===== src/rtl/radix4_mult_pkg.sv =====
// Shared types and helpers for the parametrised radix-4 Booth multiplier.
//   state_t       : controller states (IDLE, CALC)
//   booth_digit_t : encoded Booth digit {neg, two, one}
//   digits_*      : number of Booth digits retired per operation
package radix4_mult_pkg;

  typedef enum logic {
    IDLE = 1'b0,
    CALC = 1'b1
  } state_t;

  typedef struct packed {
    logic neg;
    logic two;
    logic one;
  } booth_digit_t;

  // Signed operands need exactly WIDTH/2 digits.
  function automatic int digits_signed(input int width);
    return width / 2;
  endfunction

  // Unsigned operands need one extra digit to absorb the zero extension.
  function automatic int digits_unsigned(input int width);
    return width / 2 + 1;
  endfunction

endpackage


===== src/rtl/radix4_booth_enc.sv =====
// Radix-4 Booth encoder.
//   win   : {x[2i+1], x[2i], x[2i-1]} window of the multiplier
//   digit : {neg, two, one}; value = (neg ? -1 : 1) * (two ? 2 : one ? 1 : 0)
module radix4_booth_enc
  import radix4_mult_pkg::*;
(
  input  logic [2:0]   win,
  output booth_digit_t digit
);

  // 111 encodes zero, so neg is suppressed there to avoid a "negative zero".
  assign digit.neg = win[2] & ~(win[1] & win[0]);
  assign digit.one = win[1] ^ win[0];
  assign digit.two = (win == 3'b011) || (win == 3'b100);

endmodule


===== src/rtl/radix4_booth_mult_param.sv =====
// Parametrised radix-4 (modified Booth) sequential multiplier.
// Operands load from the shared bus 'in' via getA/getX level strobes while idle;
// a rising edge of start launches a multiply that retires one Booth digit per clock.
//   clk, rst        : clock, synchronous active-high reset
//   start           : launch request (rising edge only)
//   getA, getX      : operand load strobes (IDLE only)
//   sgn             : 1 = two's-complement operands, 0 = unsigned
//   in              : shared operand bus, WIDTH bits
//   product         : 2*WIDTH result, held until the next accepted start
//   ready           : product valid
//   busy            : high while calculating
module radix4_booth_mult_param
  import radix4_mult_pkg::*;
#(
  parameter int WIDTH = 8,
  parameter int CNT_W = $clog2(WIDTH / 2 + 2)
) (
  input  logic               clk,
  input  logic               rst,
  input  logic               start,
  input  logic               getA,
  input  logic               getX,
  input  logic               sgn,
  input  logic [WIDTH-1:0]   in,
  output logic [2*WIDTH-1:0] product,
  output logic               ready,
  output logic               busy
);

  localparam int AW = 2 * WIDTH + 2;   // accumulator width, two guard bits
  localparam int MW = WIDTH + 3;       // {ext[1:0], X, 1'b0}
  localparam logic [CNT_W-1:0] LAST_S = CNT_W'(digits_signed(WIDTH) - 1);
  localparam logic [CNT_W-1:0] LAST_U = CNT_W'(digits_unsigned(WIDTH) - 1);

  if ((WIDTH % 2) != 0 || WIDTH < 4) begin : g_bad_width
    $error("radix4_booth_mult_param: WIDTH must be even and >= 4");
  end

  state_t                state;
  logic [WIDTH-1:0]      a_reg;
  logic [WIDTH-1:0]      x_reg;
  logic [MW-1:0]         mshift;
  logic signed [AW-1:0]  acc;
  logic [CNT_W-1:0]      cnt;
  logic                  mode;
  logic                  start_q;

  booth_digit_t          digit;
  logic signed [AW-1:0]  aext;
  logic signed [AW-1:0]  pp;
  logic signed [AW-1:0]  acc_next;
  logic                  accept;
  logic                  last;

  // digit * multiplicand, modulo 2^AW
  function automatic logic signed [AW-1:0] partial_product(
    input booth_digit_t         d,
    input logic signed [AW-1:0] m
  );
    logic signed [AW-1:0] mag;
    mag = d.two ? (m <<< 1) : (d.one ? m : '0);
    return d.neg ? -mag : mag;
  endfunction

  radix4_booth_enc u_enc (
    .win   (mshift[2:0]),
    .digit (digit)
  );

  assign aext     = {{(AW - WIDTH){a_reg[WIDTH-1] & mode}}, a_reg};
  assign pp       = partial_product(digit, aext);
  assign acc_next = acc + (pp <<< {cnt, 1'b0});
  assign accept   = (state == IDLE) && start && !start_q && !getA && !getX;
  assign last     = (cnt == (mode ? LAST_S : LAST_U));

  always_ff @(posedge clk) begin
    if (rst) begin
      state   <= IDLE;
      a_reg   <= '0;
      x_reg   <= '0;
      mshift  <= '0;
      acc     <= '0;
      cnt     <= '0;
      mode    <= 1'b0;
      start_q <= 1'b0;
      product <= '0;
      ready   <= 1'b0;
      busy    <= 1'b0;
    end else begin
      // Tracks start in every state so a start held through completion
      // cannot retrigger.
      start_q <= start;
      case (state)
        IDLE: begin
          if (getA) a_reg <= in;
          if (getX) x_reg <= in;
          if (accept) begin
            acc    <= '0;
            cnt    <= '0;
            mode   <= sgn;
            mshift <= {{2{x_reg[WIDTH-1] & sgn}}, x_reg, 1'b0};
            ready  <= 1'b0;
            busy   <= 1'b1;
            state  <= CALC;
          end
        end
        CALC: begin
          acc    <= acc_next;
          // Top bit replicates the extension so later windows stay consistent.
          mshift <= {{2{mshift[MW-1]}}, mshift[MW-1:2]};
          cnt    <= cnt + 1'b1;
          if (last) begin
            product <= acc_next[2*WIDTH-1:0];
            ready   <= 1'b1;
            busy    <= 1'b0;
            state   <= IDLE;
          end
        end
        default: state <= IDLE;
      endcase
    end
  end

endmodule


===== config.mk =====
export PLATFORM = sky130hd
export DESIGN_NAME = radix4_booth_mult_param
export DESIGN_NICKNAME = d
export VERILOG_FILES = /design/src/rtl/radix4_mult_pkg.sv /design/src/rtl/radix4_booth_enc.sv /design/src/rtl/radix4_booth_mult_param.sv
export SDC_FILE = /design/constraint.sdc
export NUM_CORES = 1
export LEC_CHECK = 0
export CAP_MARGIN = 20
export CORE_MARGIN = 3
export CORE_UTILIZATION = 35
export DETAILED_ROUTE_END_ITERATION = 6
export GPL_TIMING_DRIVEN = 1
export PLACE_DENSITY = 0.55
export RECOVER_POWER = 100
export SKIP_CTS_REPAIR_TIMING = 1
export SYNTH_ARGS = -nofsm -noshare
export SYNTH_HDL_FRONTEND = slang
export SYNTH_SLANG_ARGS = --single-unit
export TNS_END_PERCENT = 30

===== constraint.sdc =====
create_clock -name clk -period 5.1 [get_ports clk]
set_clock_uncertainty 0.05 [all_clocks]
set_input_delay 1.02 -clock clk [delete_from_list [all_inputs] [get_ports clk]]
set_output_delay 1.02 -clock clk [all_outputs]
set_load 0.05 [all_outputs]

# Word level (Yosys, flattened, before mapping)
# Index checks and enable logic that the tools add are counted.
# word_totals
reg_bits	69
latch_bits	0
mem_bits_rw	0
romBits	0
in_bits	14
out_inout_bits	18
wordCells	61
memories	0
# classes
add_sub_neg	3
n_mul	0
div	0
magnitude_cmp	0
n_eq_ne	5
shifts	1
muxes	19
bitwise_logic	7
reduce_logical	14
# ops
op	count
18-bit 2-to-1 mux	4
18-bit case mux with 2 select lines	1
11-bit case mux with 2 select lines	1
18-bit adder	1
18-bit negator	1
18-bit by 4-bit <<< shifter with 18-bit output	1
2-bit AND reduction	6
11-bit 2-to-1 mux	1
1-bit 2-to-1 mux	6
3-bit 2-to-1 mux	2
1-bit case mux with 2 select lines	3
3-bit case mux with 2 select lines	1
1-bit bitwise AND	4
1-bit logical AND	4
3-bit by 1-bit adder with 3-bit output (second input constant)	1
3-bit by 2-bit equality test with 1-bit output (second input constant)	1
3-bit equality test	1
3-bit equality test (second input constant)	1
1-bit logical NOT	3
2-bit by 1-bit inequality test with 1-bit output (second input constant)	1
2-bit inequality test (second input constant)	1
1-bit inverter	2
1-bit logical OR	1
1-bit bitwise XOR	1

# Depth between registers and ports, before layout
# logic_depth
word_depth	8
mapped_depth	21
mapped_depth_nobuf	21

# Modules after synthesis
# Synthesis repeated with hierarchy kept, for this count alone.
# hier_totals
hier_cells	547
hier_area_um2	4108.9
# by_module_without_submodules
mod	n_inst	cells_per_inst	area_each_um2	seq_area_each_um2
radix4_booth_mult_param	1	541	4055.1	1341.3
radix4_booth_enc	1	6	53.8	0.0

# Worst setup path before layout
# Ideal clock, no wire load.
# synth_timing
kind	register to register
startpoint	register mshift[0]
endpoint	register product[15]
setup_time_ps	86
arrival_ps	4286
required_time_ps	4964
setup_slack_ps	678
path_stages_with_launch	19
n_path_buf	0
period_less_slack_ps	4422
cell_sequence	dfxtp_1 -> inv_1 -> ha_1 -> mux2i_2 -> mux2_2 -> o21ai_1 -> nand4_1 -> a22o_1 -> a311oi_1 -> a21oi_1 -> o22ai_1 -> ha_1 -> or2_2 -> a21oi_1 -> a21oi_1 -> and4_1 -> a2111oi_0 -> xnor3_1 -> a211oi_1
# synth_between
elab_chain_cells	7
word_cells_on_any_way	13
cone_classes	add/sub (2); eq/ne (2); shift (1); mux (3); bitwise (4); reduce/logical (1)
# synth_lines
element	line_no	text
start, declared	radix4_booth_mult_param.sv:42	logic [MW-1:0] mshift;
start signal, assigned	radix4_booth_mult_param.sv:101	mshift <= {{2{x_reg[WIDTH-1] & sgn}}, x_reg, 1'b0};
start signal, assigned	radix4_booth_mult_param.sv:110	mshift <= {{2{mshift[MW-1]}}, mshift[MW-1:2]};
3-bit by 2-bit equality test with 1-bit output (tied with other cells)	radix4_booth_enc.sv:14	assign digit.two = (win == 3'b011) || (win == 3'b100);
1-bit logical OR / 18-bit 2-to-1 mux (equally long branches)	radix4_booth_enc.sv:14, radix4_booth_mult_param.sv:61	
18-bit 2-to-1 mux	radix4_booth_mult_param.sv:61	mag = d.two ? (m <<< 1) : (d.one ? m : '0);
18-bit negator	radix4_booth_mult_param.sv:62	return d.neg ? -mag : mag;
18-bit 2-to-1 mux *	radix4_booth_mult_param.sv:62	
18-bit by 4-bit <<< shifter with 18-bit output *	radix4_booth_mult_param.sv:72	assign acc_next = acc + (pp <<< {cnt, 1'b0});
18-bit adder *	radix4_booth_mult_param.sv:72	
end signal, assigned	radix4_booth_mult_param.sv:113	product <= acc_next[2*WIDTH-1:0];
end, declared	radix4_booth_mult_param.sv:25	output logic [2*WIDTH-1:0] product,
# Mark *: on every way between the ends. The rest lies on a longest branch, timed or not.
# A chain may end at the register's enable or synchronous reset.

# Worst setup path after layout
# Same ends and word-level chain as after synthesis.

==> impl_results.md <==
* Final wirelength at about 10,000 um
* Iteration count of the initial detailed-routing pass at 4
* Power density of the placed cells at between 200 and 300 mW/mm^2
* Violated checks: capacitance limit, slew limit
* Remaining antenna violation count after routing at 0
* Number of failing setup endpoints in the final timing report at 0
* Crit path time final at between 4 and 5 ns
* FF+latch count, synth at 67
* Kind of cell adding the most delay to the critical path: compound AO/OA/AOI/OAI gates
* Critical Path, Cell by Cell: inv_1, ha_1, mux2i_4, mux2_2, o21ai_1, nand4_1, a22o_1, a311oi_1, a21oi_1, o22ai_1, ha_1, or2_2, a21oi_1, a21oi_1, and4_1, a2111oi_1, xnor3_1, a211oi_1
* Arrival time of the worst setup path at roughly 5 ns
* Wire length per cell after detailed routing at roughly 15 um
* Total number of vias at approximately 3,800
* Place WS at roughly 0.18 ns
* Multiplexer share of the synthesized area at 0.09555
* P&R area growth vs syn at 17.79%
* Largest cells by area after synthesis: sky130_fd_sc_hd__dfxtp_1 (32%), sky130_fd_sc_hd__mux2i_1 (8.4%), sky130_fd_sc_hd__nor2_1 (7.8%)
* Leakage power total at between 2 and 2.5 nW
* Routed via count divided by cell count at about 5.5
* Final Hold Vio Count at 0
* Sequential share of the synthesized area at 0.3221
* Remaining routing DRC violations at 0
* Fill count at approximately 1,100
* Yosys warning count at 0
* Distinct cell type count of the synthesized netlist at 64
* Clock latency reported for the late side of the worst-skew pair at 0.33 ns
* CTS tree: done
* Die span in x at around 120 um
* Highest cell delay on the worst timing path at ~0.37 ns
* Max Clk Rate at approximately 0.21 GHz
* Die Area at 0.01324 mm^2
* Cells after Synth at between 500 and 600
* Worst vdd rail ir drop at 0.1757 mV
* Post-detailed-placement half-perimeter wirelength at roughly 7500 um
* Cell type with the highest occurrence count on the critical path: sky130_fd_sc_hd__a21oi_1
* Xor and xnor area share after synthesis at 0.03696
* Count of input and output buffers at 31
* Data required time of the critical path at roughly 5.3 ns
* Number of enable-type register cells in the synthesized netlist at 0
* Async set or reset register ratio after synthesis at 0
* Nets@finish at between 500 and 600
* Number of buffers added by the clock tree synthesis step at 9
* Worst hold slack across all endpoints at 0.4080 ns
* Total power draw at roughly 0.0013 W
* Post-Synth Adder-Cell Area at 0.06490
* Violation count after the first detailed-route iteration at roughly 240
* Worst path bufs/invs at 1
* CTS Buffer Depth at 2
* Worst min-delay path category: flip-flop to flip-flop
* Dominant combinational cell family by area after synthesis: simple AND/OR/NAND/NOR gates
* Setup WS post-layout at between 0.3 and 0.4 ns
* Share of synthesized cell area in and, or, nand and nor gates at 0.2254
* Fraction of synthesized cell area taken by the top area cell type at 0.3221
* Max cap viols at 1
* Total number of placement rows at 39
* Wire length of the first global-routing pass at roughly 17,000 um
* Outcome: finished with violations
* Critical path fanouts, max at 7
* Effective utilization at floorplan at 0.3616
* Top Ports at 32
* Slowest stage cell on the critical path: sky130_fd_sc_hd__mux2_2
* Initial antenna violation count at 0
* Number of diodes at 0
* Rel. slew slack at -0.5314
* Compound-gate portion of the synthesized area at 0.2121
* Post-Syn Nets at between 500 and 600
* Number of global-route vias before repair at about 3,400
* Clock slew at the register clock pins of the worst setup and hold paths at roughly 0.060 ns
* Number of pins exceeding their max-slew limit in the final report at 55
* Height of the chip at roughly 120 um
* Kind of start point of the critical path: flip-flop
* Total standard cell area after synthesis at about 0.0042 mm^2
* CORE AREA at 0.01152 mm^2
* Largest registers ranked by flip-flop count: acc x16, product x16, mshift x11
* CTS Root Cell: sky130_fd_sc_hd__clkbuf_16
* GP Congestion at roughly 0.91
* Maximum number of pins on one net before global-route repair at 55
* Final cycle utilization of the critical path at 0.9286
* Top flip-flop cell by instance count after synthesis: sky130_fd_sc_hd__dfxtp_1
* Mean cell area of the mapped netlist at 7.947 um^2
* Total track usage at 0.1617
* Fraction of layout instances using a drive strength above 1 at 0.07156
* Sinks on the clock net at between 60 and 70
* Cell type with the highest aggregate area in the netlist: sky130_fd_sc_hd__dfxtp_1
* Total number of H-tree levels at 3
* Gr ovfl total at 0
* Slew at the pin closest to its max-slew limit at around 2.3 ns
* Startpoint-to-endpoint class of the critical path: flip-flop to flip-flop
* Endpoint type of the worst setup path: flip-flop
report_power, final:
part / leakage [nW] / switching [W] / internal [W]
registers: 0.544 / 0.0000178 / 0.000536
logic: 1.33 / 0.0000623 / 0.0000431
clock network: 0.142 / 0.000240 / 0.000381
final cells by class:
cell class                      count  area, um^2  share of cell area
Timing Repair Buffer               41       375.4             0.07653
Multi-Input combinational cell    412        2674              0.5452
Tap cell                          143       178.9             0.03648
Sequential cell                    67        1341              0.2735
Inverter                            9       33.78            0.006888
Clock inverter                      7       76.32             0.01556
Clock buffer                        9       225.2             0.04592
logic make-up (layout without fill, tap and decap cells):
family | Yosys count | count (layout)
mux | 39 | 39
compound gates | 138 | 138
buf+inv | 45 | 66
simple gates | 198 | 198
xor+xnor | 16 | 16
flops | 67 | 67
fa+ha+maj | 21 | 21
path summary, 6_finish.rpt:
path	startpoint	to	slack, ns	depth (start not counted)
hold / removal	mshift[6]	mshift[6]	0.41	2
setup / recovery	mshift[0]	product[15]	0.36	18
hold reg to reg	mshift[6]	mshift[6]	0.41	2
setup reg to reg	mshift[0]	product[15]	0.36	18
cells in the mapped netlist, types with 6 or more instances:
cell type                  instances
sky130_fd_sc_hd__nor2_1           86
sky130_fd_sc_hd__dfxtp_1          67
sky130_fd_sc_hd__a21oi_1          56
sky130_fd_sc_hd__nand2_1          44
sky130_fd_sc_hd__mux2i_1          35
sky130_fd_sc_hd__clkbuf_1         29
sky130_fd_sc_hd__ha_1             20
sky130_fd_sc_hd__and3_1           18
sky130_fd_sc_hd__o21ai_0          15
sky130_fd_sc_hd__a211oi_1         10
sky130_fd_sc_hd__a22oi_1          10
sky130_fd_sc_hd__xnor2_1          10
sky130_fd_sc_hd__inv_1             8
sky130_fd_sc_hd__nand3_1           7
sky130_fd_sc_hd__nor3_1            7
sky130_fd_sc_hd__nand2b_1          6
worst register-to-register path: stages, from the launching register on:
cell and delay, ns:
sky130_fd_sc_hd__dfxtp_1 0.33, sky130_fd_sc_hd__inv_1 0.06, sky130_fd_sc_hd__ha_1 0.23, sky130_fd_sc_hd__mux2i_4 0.26
sky130_fd_sc_hd__mux2_2 0.37, sky130_fd_sc_hd__o21ai_1 0.27, sky130_fd_sc_hd__nand4_1 0.20, sky130_fd_sc_hd__a22o_1 0.25
sky130_fd_sc_hd__a311oi_1 0.32, sky130_fd_sc_hd__a21oi_1 0.11, sky130_fd_sc_hd__o22ai_1 0.17, sky130_fd_sc_hd__ha_1 0.29
sky130_fd_sc_hd__or2_2 0.29, sky130_fd_sc_hd__a21oi_1 0.23, sky130_fd_sc_hd__a21oi_1 0.10, sky130_fd_sc_hd__and4_1 0.22
sky130_fd_sc_hd__a2111oi_1 0.35, sky130_fd_sc_hd__xnor3_1 0.30, sky130_fd_sc_hd__a211oi_1 0.23
metrics by stage:
| stage | TNS, ns | utilization | cell area, um^2 | instances |
|---|---|---|---|---|
| finish | 0 | 0.4259 | 4905 | 688 |
| global route | -0.004933 | 0.4259 | 4905 | 688 |
| CTS | 0 | 0.4246 | 4890 | 688 |
| detailed placement | 0 | 0.3984 | 4588 | 672 |
| global placement | 0 | 0.3984 | 4588 | 672 |
| floorplan | 0 | - | 4164 | 524 |
layer usage:
layer | global-route usage | share of wire | vias up
li1 | - | - | 1920
met1 | 0.2371 | 0.52 | 1772
met2 | 0.2307 | 0.43 | 81
met3 | 0.03632 | 0.036 | 14
met4 | 0.05869 | 0.021 | 0
met5 | 0 | 0 | -
cells in the final DEF (no fill, tap or decap), types with 10 or more instances in the layout:
| cell type | instances |
|---|---|
| sky130_fd_sc_hd__nand2_1 | 44 |
| sky130_fd_sc_hd__mux2i_1 | 35 |
| sky130_fd_sc_hd__a21oi_1 | 54 |
| sky130_fd_sc_hd__and3_1 | 18 |
| sky130_fd_sc_hd__o21ai_0 | 13 |
| sky130_fd_sc_hd__clkdlybuf4s50_1 | 12 |
| sky130_fd_sc_hd__nor2_1 | 86 |
| sky130_fd_sc_hd__ha_1 | 20 |
| sky130_fd_sc_hd__a211oi_1 | 10 |
| sky130_fd_sc_hd__xnor2_1 | 10 |
| sky130_fd_sc_hd__a22oi_1 | 10 |
| sky130_fd_sc_hd__dlygate4sd3_1 | 18 |
| sky130_fd_sc_hd__dfxtp_1 | 67 |
Power figures use the tool's default switching activity.
